$ cat src/rtl/uart_tx_arbiter_pkg.sv
// rtl/uart_tx_arbiter_pkg.sv - shared constants and types for the UART transmit arbiter
package uart_tx_arbiter_pkg;

  // Upper nibble of every frame header byte
  localparam logic [3:0] HDR_TAG = 4'hA;

  // Well-known requester slots
  localparam int REQ_DUMP = 0;
  localparam int REQ_ACK  = 1;

  typedef enum logic [1:0] {
    IDLE  = 2'd0,
    WAIT  = 2'd1,
    FETCH = 2'd2
  } arb_state_t;

  // Header byte announcing which requester owns the frame
  function automatic logic [7:0] hdr_byte(input logic [3:0] id);
    return {HDR_TAG, id};
  endfunction

endpackage

$ cat src/rtl/uart_tx_arbiter_rr_picker.sv
// rtl/uart_tx_arbiter_rr_picker.sv - first set request at or after a pointer, circular
module rr_picker #(
  parameter int N_REQ = 4,
  parameter int IW    = (N_REQ > 1) ? $clog2(N_REQ) : 1
) (
  input  logic [N_REQ-1:0] req,
  input  logic [IW-1:0]    ptr,
  output logic [IW-1:0]    idx,
  output logic             any
);

  // Walk backwards so the closest candidate to ptr is the last one written
  always_comb begin
    idx = '0;
    any = 1'b0;
    for (int k = N_REQ - 1; k >= 0; k--) begin
      if (req[(int'(ptr) + k) % N_REQ]) begin
        idx = IW'((int'(ptr) + k) % N_REQ);
        any = 1'b1;
      end
    end
  end

endmodule

$ cat src/rtl/uart_tx_arbiter.sv
// rtl/uart_tx_arbiter.sv - round-robin, frame-locked sharing of one UART transmitter
module uart_tx_arbiter #(
  parameter int NB_DATA = 8,
  parameter int N_REQ   = 4,
  parameter int TIMEOUT = 4096
) (
  input  logic                     i_clk,
  input  logic                     i_reset,
  input  logic [N_REQ-1:0]         i_req_valid,
  input  logic [N_REQ*NB_DATA-1:0] i_req_data,
  input  logic [N_REQ-1:0]         i_req_last,
  output logic [N_REQ-1:0]         o_req_ready,
  output logic [NB_DATA-1:0]       o_tx_data,
  output logic                     o_tx_start,
  input  logic                     i_tx_done,
  output logic [N_REQ-1:0]         o_grant,
  output logic                     o_busy,
  output logic                     o_timeout
);
  import uart_tx_arbiter_pkg::*;

  localparam int IW = (N_REQ > 1) ? $clog2(N_REQ) : 1;
  localparam int CW = $clog2(TIMEOUT + 1);

  arb_state_t         state, state_n;
  logic [IW-1:0]      gidx_q, gidx_n;
  logic [N_REQ-1:0]   grant_q, grant_n;
  logic [NB_DATA-1:0] data_q, data_n;
  logic               start_q, start_n;
  logic               last_q, last_n;
  logic [CW-1:0]      cnt_q, cnt_n;
  logic [IW-1:0]      ptr_q, ptr_n;
  logic               tout_q, tout_n;
  logic [IW-1:0]      pick_idx;
  logic               pick_any;

  rr_picker #(
    .N_REQ (N_REQ),
    .IW    (IW)
  ) u_pick (
    .req (i_req_valid),
    .ptr (ptr_q),
    .idx (pick_idx),
    .any (pick_any)
  );

  // Next-state and next-output decisions; a byte ends on done or on counter expiry
  always_comb begin
    state_n = state;
    gidx_n  = gidx_q;
    grant_n = grant_q;
    data_n  = data_q;
    start_n = 1'b0;
    last_n  = last_q;
    cnt_n   = cnt_q;
    ptr_n   = ptr_q;
    tout_n  = tout_q;
    case (state)
      IDLE: begin
        if (pick_any) begin
          gidx_n  = pick_idx;
          grant_n = N_REQ'(1) << pick_idx;
          ptr_n   = (int'(pick_idx) == N_REQ - 1) ? '0 : pick_idx + IW'(1);
          data_n  = NB_DATA'(hdr_byte(4'(pick_idx)));
          start_n = 1'b1;
          last_n  = 1'b0;
          cnt_n   = '0;
          state_n = WAIT;
        end
      end
      WAIT: begin
        // cnt equals the number of cycles elapsed since the start pulse
        cnt_n = cnt_q + CW'(1);
        // A done coinciding with the start pulse belongs to nothing we sent
        if (!start_q && (i_tx_done || cnt_q == CW'(TIMEOUT))) begin
          if (!i_tx_done) begin
            tout_n = 1'b1;
          end
          if (last_q) begin
            state_n = IDLE;
            grant_n = '0;
          end else begin
            state_n = FETCH;
          end
        end
      end
      FETCH: begin
        if (i_req_valid[gidx_q]) begin
          data_n  = i_req_data[int'(gidx_q)*NB_DATA +: NB_DATA];
          start_n = 1'b1;
          last_n  = i_req_last[gidx_q];
          cnt_n   = '0;
          state_n = WAIT;
        end
      end
      default: state_n = IDLE;
    endcase
  end

  // State and output registers, all cleared by reset
  always_ff @(posedge i_clk) begin
    if (i_reset) begin
      state   <= IDLE;
      gidx_q  <= '0;
      grant_q <= '0;
      data_q  <= '0;
      start_q <= 1'b0;
      last_q  <= 1'b0;
      cnt_q   <= '0;
      ptr_q   <= '0;
      tout_q  <= 1'b0;
    end else begin
      state   <= state_n;
      gidx_q  <= gidx_n;
      grant_q <= grant_n;
      data_q  <= data_n;
      start_q <= start_n;
      last_q  <= last_n;
      cnt_q   <= cnt_n;
      ptr_q   <= ptr_n;
      tout_q  <= tout_n;
    end
  end

  assign o_req_ready = (state == FETCH) ? grant_q : '0;
  assign o_tx_data   = data_q;
  assign o_tx_start  = start_q;
  assign o_grant     = grant_q;
  assign o_busy      = (state != IDLE);
  assign o_timeout   = tout_q;

endmodule

$ cat config.mk
export PLATFORM = sky130hd
export DESIGN_NAME = uart_tx_arbiter
export DESIGN_NICKNAME = d
export VERILOG_FILES = /design/src/rtl/uart_tx_arbiter_pkg.sv /design/src/rtl/uart_tx_arbiter_rr_picker.sv /design/src/rtl/uart_tx_arbiter.sv
export SDC_FILE = /design/constraint.sdc
export NUM_CORES = 1
export LEC_CHECK = 0
export BUFFER_PORTS_ARGS = -buffer_cell sky130_fd_sc_hd__clkbuf_2
export CORE_ASPECT_RATIO = 0.8
export CORE_UTILIZATION = 51
export DETAILED_ROUTE_END_ITERATION = 8
export GPL_TIMING_DRIVEN = 0
export PLACE_DENSITY = 0.77
export SYNTH_ARGS = -nofsm -noshare
export SYNTH_HDL_FRONTEND = slang
export SYNTH_SLANG_ARGS = --single-unit
$ cat constraint.sdc
create_clock -name i_clk -period 2.3 [get_ports i_clk]
set_input_delay 0.46 -clock i_clk [delete_from_list [all_inputs] [get_ports i_clk]]
set_output_delay 0.46 -clock i_clk [all_outputs]
set_load 0.05 [all_outputs]
---- Word level (Yosys, flattened, before mapping) ----
Cells that the tools add are included.
storage, ports and cells
  bits of input ports ..................... 43
  bits in registers ....................... 34
cells by class
  shift operators ......................... 2
  bitwise logic cells ..................... 4
  order comparisons ....................... 5
  reductions and logical operators ........ 17
  mux-type cells .......................... 46
  add/subtract/negate cells ............... 5
  equal/unequal tests ..................... 8
operators with widths
  operator                                              count
  one-hot mux 13 bit (3 select lines)                   1
  variable part select 32 x 6 -> 8 bit                  1
  two-way mux 13 bit                                    2
  two-way mux 2 bit                                     9
  two-way mux 1 bit                                     17
  two-way mux 4 bit                                     4
  two-way mux 8 bit                                     2
  one-hot mux 8 bit (2 select lines)                    1
  adder 13 x 1 -> 13 bit (second input constant)        1
  equality test 13 bit (second input constant)          1
  binary-select mux 1 bit (select 2 bit)                6
  < comparator 3 x 4 -> 1 bit (second input constant)   3
  AND reduction 3 bit                                   4
  inequality test 2 bit (second input constant)         4
  one-hot mux 4 bit (2 select lines)                    1
  < comparator 2 x 3 -> 1 bit (second input constant)   2
  one-hot mux 2 bit (3 select lines)                    1
  nonzero test 2 bit                                    3
  OR reduction 2 bit                                    3
  adder 2 x 1 -> 2 bit (second input constant)          2
  adder 2 bit (second input constant)                   2
  equality test 2 x 1 -> 1 bit (second input constant)  2
  one-hot mux 1 bit (2 select lines)                    2
  AND reduction 4 bit                                   1
  10 further kinds                                      12

---- Depth between registers and ports, before layout ----
Gate-level depths: netlist of the first run.
  depth in word-level cells ............... 13
  depth in mapped cells ................... 8
  depth with buffers taken out ............ 7

---- By module ----
Synthesis of the first run repeated with hierarchy kept, for this count alone.
second synthesis, totals
  cells, all modules ...................... 207
  area total of the unflattened synthesis .. 1,884.3 sq um
modules (own cells, without submodules)
  module           cells an instance  area an instance (sq um)  instances
  uart_tx_arbiter  194                1,806.7                   1
  rr_picker        13                 77.6                      1

---- Worst setup path before layout of the first run ----
Ideal clock, no wire load.
  path kind ............................... in2reg
  start point ............................. input port i_req_valid[1]
  end point ............................... register cnt_q[7]
  arrival ................................. 1,827 ps
  slack ................................... 402 ps
  stages on the path ...................... 6
  library setup time ...................... 72 ps
  path through ............................ or4_4 -> a221oi_4 -> buf_6 -> buf_12 -> nand2_1 -> mux2i_1
on the way
  cells in the longest elaborated chain, start to end .. 9
  elaborated cells between the ends (all ways) .. 20
  classes of those cells .................. 2 x eq/ne; 17 x mux; 1 x reduce/logical
RTL lines
  what                                                   line                             source
  start: declaration                                     uart_tx_arbiter.sv:9             input logic [N_REQ-1:0] i_req_valid,
  binary-select mux 1 bit (select 2 bit)                 uart_tx_arbiter_rr_picker.sv:17  if (req[(int'(ptr) + k) % N_REQ]) begin
  two-way mux 1 bit (not written as such) (2 in series)  uart_tx_arbiter_rr_picker.sv:17
  two-way mux 1 bit (4 in series)                        uart_tx_arbiter_rr_picker.sv:17
  inequality test 2 bit (no line)                        --
  AND reduction 3 bit (no line) (*)                      --
  end signal: assignment                                 uart_tx_arbiter.sv:119           cnt_q <= cnt_n;
  end: declaration                                       uart_tx_arbiter.sv:31            logic [CW-1:0] cnt_q, cnt_n;
Mark *: on every way between the ends. The rest lies on a longest branch, timed or not. The select of a mux whose other input is x is not followed.
A chain may end at the register's enable or synchronous reset.

---- Worst setup path in the final report of the first run ----
  start point ............................. register state[1]
  end point ............................... output port o_req_ready[2]
on the way
  cells in the longest elaborated chain, start to end .. 2
RTL lines
  what                      line                    source
  start: declaration        uart_tx_arbiter.sv:25   arb_state_t state, state_n;
  start signal: assignment  uart_tx_arbiter.sv:113  state <= state_n;
  equality test 2 bit       uart_tx_arbiter.sv:125  assign o_req_ready = (state == FETCH) ? grant_q : '0;
  two-way mux 4 bit         uart_tx_arbiter.sv:125
  end: declaration          uart_tx_arbiter.sv:12   output logic [N_REQ-1:0] o_req_ready,
Every way passes these cells.

==> results summary, run 1 <==
The final non-filler cell area is 2510 µm². The initial antenna violation count came to 0. The post-detailed-placement half-perimeter wirelength came out at 3.38 mm.

The most used flip-flop cell after synthesis is sky130_fd_sc_hd__dfxtp_1. Port buffering added just over 60 buffers. The final-report hold violation count was 0. The normalized max-slew margin is 0.547. The gate count after technology mapping came out at 221. In this run the core area contains 20 standard-cell rows. The arrival time reported for the critical path endpoint is about 1.6 ns. The tool flagged a number of max-cap violations equal to 0.

In the finished design, the share of the clock period the worst path needs comes to 0.876. The setup clock skew after layout is slightly above 0.007 ns. The insertion delay of the later-clocked pin in the worst-skew pair is 0.29 ns. The hold slack is 0.444 ns. The effective utilization at floorplan is 0.533. In this run the power density over the cells is about 760 nW/µm². The H-tree generated during clock tree synthesis spans 2 levels.

The chip height is ~58 µm. Sorting the synthesized cells by how often they occur yields sky130_fd_sc_hd__dfxtp_1 (34), sky130_fd_sc_hd__nand2_1 (29), sky130_fd_sc_hd__a21oi_1 (21). The total detailed-routing wirelength is around 4.4 mm. The highest clock frequency the design can meet came out at just under 500 MHz. The share of layout cells above drive strength 1 came out at 0.304. The final count of negative-setup-slack endpoints is 0.

The kind of critical path is flip-flop to primary output. The area of the die is 4230 µm². Counting flops with an async set or reset pin after synthesis yields a share of 0. The number of nets handed over by synthesis was 270. The final total negative setup slack came out at 0 ns. The pin count of the biggest net entering global routing came out at 11. In this run the horizontal extent of the chip is 72.5 µm. The number of cells in the design after placement came out at between 300 and 400.

Clock-pin slew was measured on the worst setup and hold paths at 0.07 ns. VDD sags by at most 0.357 mV. The share of synthesized area in the top cell type comes to 0.336. The placed standard-cell area is 2400 µm². The number of gates given a new drive strength after cts is 0. The total iterations of the first detailed-routing run is 4.

The post-CTS repair timing setup buffer count came out at 0. The residual DRC count is 0. The worst-case setup margin in the final layout is 0.285 ns.

The via count of the first global-routing pass came out at 1726. TritonCTS built the clock tree. The total routing usage reported by global routing is 0.225. The count of vias placed by the detailed router came out at about 1.9k. The worst flop-to-flop path startpoint is gidx_q[1]$_SDFFE_PP0P_. The placer's final routability congestion estimate is 0.856.

The number of buffers inserted during clock tree synthesis came out at 5. The measured slew at the worst slew-check pin is about 0.66 ns. The library cell contributing the largest single delay on the critical path is sky130_fd_sc_hd__dfxtp_1. The count of nets left with antenna violations once routing finished came out at 0. The most frequent cell after synthesis is sky130_fd_sc_hd__dfxtp_1. The tree is rooted in a sky130_fd_sc_hd__clkbuf_8. The number of nets in the layout is between 300 and 400. The flow ran to the end, and the final reports show no timing, DRC or antenna violations.

The pre-CTS setup slack is roughly 0.060 ns. The startpoint identified for the worst hold timing path is o_timeout$_SDFFE_PP0P_. The clock period minus worst slack is 2.02 ns. After clock tree synthesis, the flow added hold-fix buffers numbering 0.

The required time reported for the critical path endpoint is 1.84 ns. In this design, the stage delay of the slowest critical-path cell is around 0.45 ns. STA classifies the critical path startpoint as a flip-flop. Summed over all instances, the cell type with the most area after synthesis is sky130_fd_sc_hd__dfxtp_1. In this run the static leakage power is 1.05 nW.

After synthesis, the netlist uses 45 different library cells. No sink is reached through more buffers than the 2 on the longest clock path. The floorplan step defined a core boundary enclosing between 3000 and 4000 µm².

The total count of max-transition violations in the final report is 0. The area growth from synthesis to final layout is 24.0%. During synthesis, Yosys emitted a total of 0 warnings. The number of DRC violations after detailed-routing iteration 0 is 91. Pin placement for this block handled a little over 60 I/O pins. The critical path goes through nor2b_1, buf_2, and2_1, clkbuf_2. The wire length of the first global-routing pass is about 7.4 mm.

The timing startpoint of the critical path is state[1]$_SDFFE_PP0P_. The count of antenna diodes in the layout came out at 0. The synthesized area divided by synthesized cell count came out at 9.17 µm².

The routed length per instance came out at 12.8 µm. The remaining global-route overflow is 0. The worst min-delay path class is flip-flop to flip-flop. The average via count per standard cell is 5.39. The final non-filler cell total is about 340. In this run the worst path has a maximum fanout of 10. Sorting the synthesized cells by area gives the leading types as sky130_fd_sc_hd__dfxtp_1 (34%), sky130_fd_sc_hd__mux4_2 (11%), sky130_fd_sc_hd__mux2i_1 (5.4%).

Setup repair after global routing left no endpoint under its margin. The number of sinks on the clock net is 34. The worst setup path is captured at a primary output. The cell area after synthesis is roughly 2000 µm². The share of the Yosys chip area taken by registers is 0.336. The number of enable flip-flop cells after synthesis is 0. The synthesis-stage register bit count came out at 34.
-- layout make-up --
cell class | count | area [µm²]
Clock inverter | 1 | 30.0
Buffer | 13 | 75.1
Sequential cell | 34 | 681
Multi-Input combinational cell | 163 | 1230
Fill cell | 333 | 1290
Inverter | 11 | 41.3
Clock buffer | 6 | 82.6
Tap cell | 55 | 68.8
Timing Repair Buffer | 61 | 305
-- where the power goes --
part | leakage (nW) | switching, W | total (W) | internal, W
clock | 0.0573 | 0.000211 | 0.000558 | 0.000347
sequential | 0.277 | 0.0000392 | 0.000682 | 0.000643
combinational | 0.719 | 0.000406 | 0.000659 | 0.000253
-- cell usage in the layout (no fill, tap or decap), types with 3 or more instances in the layout --
master                      n
sky130_fd_sc_hd__dfxtp_1   34
sky130_fd_sc_hd__a21oi_1   21
sky130_fd_sc_hd__mux2i_1   11
sky130_fd_sc_hd__clkbuf_2  61
sky130_fd_sc_hd__nand2b_1   4
sky130_fd_sc_hd__nand2_1   29
sky130_fd_sc_hd__nor4_1     3
sky130_fd_sc_hd__ha_1       6
sky130_fd_sc_hd__nor2_1    12
sky130_fd_sc_hd__clkbuf_8   6
sky130_fd_sc_hd__a211oi_1   8
sky130_fd_sc_hd__nand4_1    5
sky130_fd_sc_hd__a22o_1     5
sky130_fd_sc_hd__and2_1     7
sky130_fd_sc_hd__inv_1     11
sky130_fd_sc_hd__clkbuf_1   9
sky130_fd_sc_hd__nand3_1    4
sky130_fd_sc_hd__mux4_2    10
sky130_fd_sc_hd__or2b_1     8
-- stage by stage --
stage	power [W]	utilization
after global placement	0.00134	0.631
after detailed placement	0.00135	0.631
after CTS	0.00191	0.661
final	0.00190	0.661
after global routing	0.00200	0.661
after floorplan	0.00120	-
-- registers in the layout (all words and copies together), names as in the netlist --
| name | flops |
|---|---|
| o_grant | 4 |
| ptr_q | 2 |
| o_tx_data | 8 |
| o_timeout | 1 |
| cnt_q | 13 |
| gidx_q | 2 |
| last_q | 1 |
| state | 2 |
| o_tx_start | 1 |
-- logic make-up after synthesis --
| family | Yosys count | share of synthesized area |
|---|---|---|
| AND/OR/NAND/NOR | 83 | 0.215 |
| AO/OA/AOI/OAI | 52 | 0.184 |
| buffers and inverters | 24 | 0.0574 |
| adder cells (fa/ha/maj) | 6 | 0.0370 |
| flip-flops | 34 | 0.336 |
| multiplexers | 22 | 0.171 |
-- layer usage --
metal / global-route usage / wire length, µm / vias to the layer above
met3: 0.0685 / 262 / 7
met2: 0.356 / 1910 / 63
met4: 0.0700 / 48 / 0
li1: - / - / 949
met5: 0 / 0 / -
met1: 0.297 / 2190 / 836
-- critical path, delay by kind of cell (launching register included) --
family / cells / cell delay, ns
simple gates: 2 / 0.31
flops: 1 / 0.45
buf+inv: 2 / 0.51
-- path summary, 6_finish.rpt --
kind	slack, ns	end	cells after the start
worst max-delay path	0.28	o_req_ready[2]	4
worst min-delay path	0.44	o_timeout$_SDFFE_PP0P_	2
worst max register to register	0.30	o_tx_data[6]$_SDFFE_PP0P_	5
worst min register to register	0.44	o_timeout$_SDFFE_PP0P_	2
No activity file was read; power rests on OpenSTA's default activity.
==> inputs of run 2 (changes only) <==
--- a/config.mk
+++ b/config.mk
@@ -7,10 +7,11 @@
 export LEC_CHECK = 0
 export BUFFER_PORTS_ARGS = -buffer_cell sky130_fd_sc_hd__clkbuf_2
 export CORE_ASPECT_RATIO = 0.8
-export CORE_UTILIZATION = 51
+export CORE_UTILIZATION = 55
 export DETAILED_ROUTE_END_ITERATION = 8
 export GPL_TIMING_DRIVEN = 0
-export PLACE_DENSITY = 0.77
+export PLACE_DENSITY = 0.83
+export RECOVER_POWER = 25
 export SYNTH_ARGS = -nofsm -noshare
 export SYNTH_HDL_FRONTEND = slang
 export SYNTH_SLANG_ARGS = --single-unit
==> constraint.sdc (replaced) <==
create_clock -name i_clk -period 2.4 [get_ports i_clk]
set_input_delay 0.48 -clock i_clk [delete_from_list [all_inputs] [get_ports i_clk]]
set_output_delay 0.48 -clock i_clk [all_outputs]
set_load 0.05 [all_outputs]
==> results summary, run 2 (same netlist as run 1, synthesis figures left out) <==
The via count of the first global-routing pass came out at 1763. The number of gates resized after CTS was 0. The final non-filler cell total came out at 332. The final cycle utilization of the critical path came out at 0.849.

The residual DRC count is 0. The post-detailed-placement half-perimeter wirelength is 3.58 mm. The most common cell after layout, fill and taps aside is sky130_fd_sc_hd__clkbuf_2. The setup clock skew after layout is slightly above 0.009 ns. The total routing usage reported by global routing came out at 0.255. The row count is 19. The worst path needs 2.04 ns of the cycle, external delays included.

The count of hold-fix buffers inserted at cts is 0. The worst-case clock buffer depth is 2. The share of layout cells above drive strength 1 came out at 0.262. In this run the worst path has a maximum fanout of 10. The final-report hold violation count came out at 0.

Setup repair after global routing left no endpoint under its margin. The total detailed-routing wirelength came out at 4.70 mm. The required time reported for the critical path endpoint came out at 1.92 ns. The worst setup path is launched from a flip-flop. The total count of max-transition violations in the final report came out at 0. Of the total power, the share spent switching nets is 0.337. The area growth from synthesis to final layout came out at 23.9%. The clock-pin transition on the worst setup and hold timing paths came out at 0.06 ns.

Dividing the detail-routed wire length by the instance count gives approximately 14 µm. For this design the top-level I/O count stands at 62. The floorplan step defined a die boundary enclosing 3930 µm². The register with the most flip-flops in the layout has 13 of them. For flop-to-flop paths, the worst setup slack is 0.38 ns. The depth of the worst register-to-register path came out at 5.

Entering global routing, the biggest net connects 12 pins. The internal cell power came out at about 0.0013 W. The switching component of the power is 0.000659 W. Along the worst hold path, the cell count comes to 2.

Clock tree synthesis selected as its root buffer the cell sky130_fd_sc_hd__clkbuf_8. The arrival time reported for the critical path endpoint is 1.56 ns. The routing usage on met2 came out at 0.413. The count of antenna diodes in the layout came out at 0. The post-CTS repair timing setup buffer count is 0.

The layer flagged by global routing as most heavily used is met2. The clock tree synthesis step divided the H-tree into 2 levels. The placer's final routability congestion estimate came out at around 0.86.

The peak supply drop came out at 0.593 mV. In this run the standard cell core region covers 3470 µm². The kind of critical path is flip-flop to primary output.

The portion of total power attributed to the clock network is 0.341. For the worst-skew pair, the clock arrives at the later sink with an insertion delay of 0.30 ns. The number of routed nets with antenna violations came out at 0. The number of DRC violations after detailed-routing iteration 0 came out at 145. In this run the power density over the cells is 778 nW/µm². The number of sinks on the clock net is 34. The final total negative setup slack is 0 ns. In this run the critical register-to-register path is captured at o_tx_data[6]$_SDFFE_PP0P_.

The detailed router placed 1926 vias in this run. Measured along the x axis, the die boundary spans 69.9 µm. Counting the buffers created by CTS gives 5. The worst setup path is captured at a primary output. Setup violations remaining at the end of the flow were counted as 0.

The number of max-cap violations came out at 0. In this run the critical register-to-register path is launched from gidx_q[1]$_SDFFE_PP0P_. The measured slew at the worst slew-check pin came out at 0.606 ns. The worst pin sits at a relative slew slack of 0.598. The TritonCTS clock tree is done.

In this run the vertical extent of the chip is between 50 and 60 µm. The number of nets in the layout came out at 338. The global routing usage on met3 came out at 0.0682.

The initial antenna violation count came out at 0. The number of port buffers is between 60 and 70. The flow ran to the end, and the final reports show no timing, DRC or antenna violations. In the layout the commonest cells are sky130_fd_sc_hd__clkbuf_2 (48), sky130_fd_sc_hd__dfxtp_1 (34), sky130_fd_sc_hd__nand2_1 (29), sky130_fd_sc_hd__clkbuf_1 (22), sky130_fd_sc_hd__a21oi_1 (21).

The highest clock frequency the design can meet came out at around 490 MHz. In this run, placement finished with an instance count of 324. cnt_q holds more flip-flops than any other register. The average via count per standard cell is 5.80. Of the total power, registers draw 0.335. In this run the worst hold path is classified as flip-flop to flip-flop. The analysis attributes to cell leakage a power of 1.02 nW. The worst hold path begins at o_timeout$_SDFFE_PP0P_. The total iterations of the first detailed-routing run came out at 4.

For this run, global-route usage on met1 was measured as 0.325. The fraction of power consumed by combinational cells came out at 0.324. The effective utilization at floorplan is 0.584. The remaining global-route overflow is 0. The worst hold path terminates at o_timeout$_SDFFE_PP0P_.

The first global-routing pass estimated 7.77 mm of wire.
run 2: power by group through the flow:
stage               sequential, W  clock [W]  combinational [W]
floorplan                0.000757          0           0.000388
global placement         0.000665          0           0.000620
detailed placement       0.000666          0           0.000637
CTS                      0.000654   0.000670           0.000639
global route             0.000661   0.000697           0.000690
finish                   0.000655   0.000667           0.000632
run 2: routing by layer:
metal | up-vias | wire length [µm]
met5 | - | 0
met2 | 82 | 2220
met4 | 0 | 80
met1 | 887 | 2060
li1 | 949 | -
met3 | 8 | 333
run 2: worst max-delay path: stages (launching register included):
cell and delay (ns):
sky130_fd_sc_hd__dfxtp_1 0.45, sky130_fd_sc_hd__nor2b_1 0.15, sky130_fd_sc_hd__buf_2 0.24, sky130_fd_sc_hd__and2_1 0.16
sky130_fd_sc_hd__clkbuf_2 0.26
run 2: cell type report:
class,instances,area [µm²]
sequential,34,681
clock buffer,6,82.6
tap,42,52.6
multi-input combinational,163,1230
clock inverter,2,60.1
inverter,11,41.3
timing repair buffer,61,289
buffer,13,75.1
fill,275,960
run 2: how the worst max path moves through the flow:
stage                                     start                     to
final                     state[1]$_SDFFE_PP0P_         o_req_ready[2]
after global routing      state[1]$_SDFFE_PP0P_         o_req_ready[2]
after CTS                 state[1]$_SDFFE_PP0P_         o_req_ready[2]
after detailed placement         i_req_valid[1]  cnt_q[8]$_SDFFE_PP0P_
after global placement           i_req_valid[1]  cnt_q[3]$_SDFFE_PP0P_
after floorplan                  i_req_valid[1]  cnt_q[7]$_SDFFE_PP0P_
run 2: metrics by stage:
step           setup slack, ns  hold WS, ns  power [W]   util  area (µm²)
6_report                 0.363        0.446    0.00195  0.724        2510
5_1_grt                  0.259        0.463    0.00205  0.724        2510
4_1_cts                  0.365        0.451    0.00196  0.728        2530
3_5_place_dp             0.101        0.440    0.00130  0.687        2380
3_3_place_gp             0.167        0.437    0.00128  0.687        2380
2_1_floorplan            0.482        0.440    0.00115      -        2030
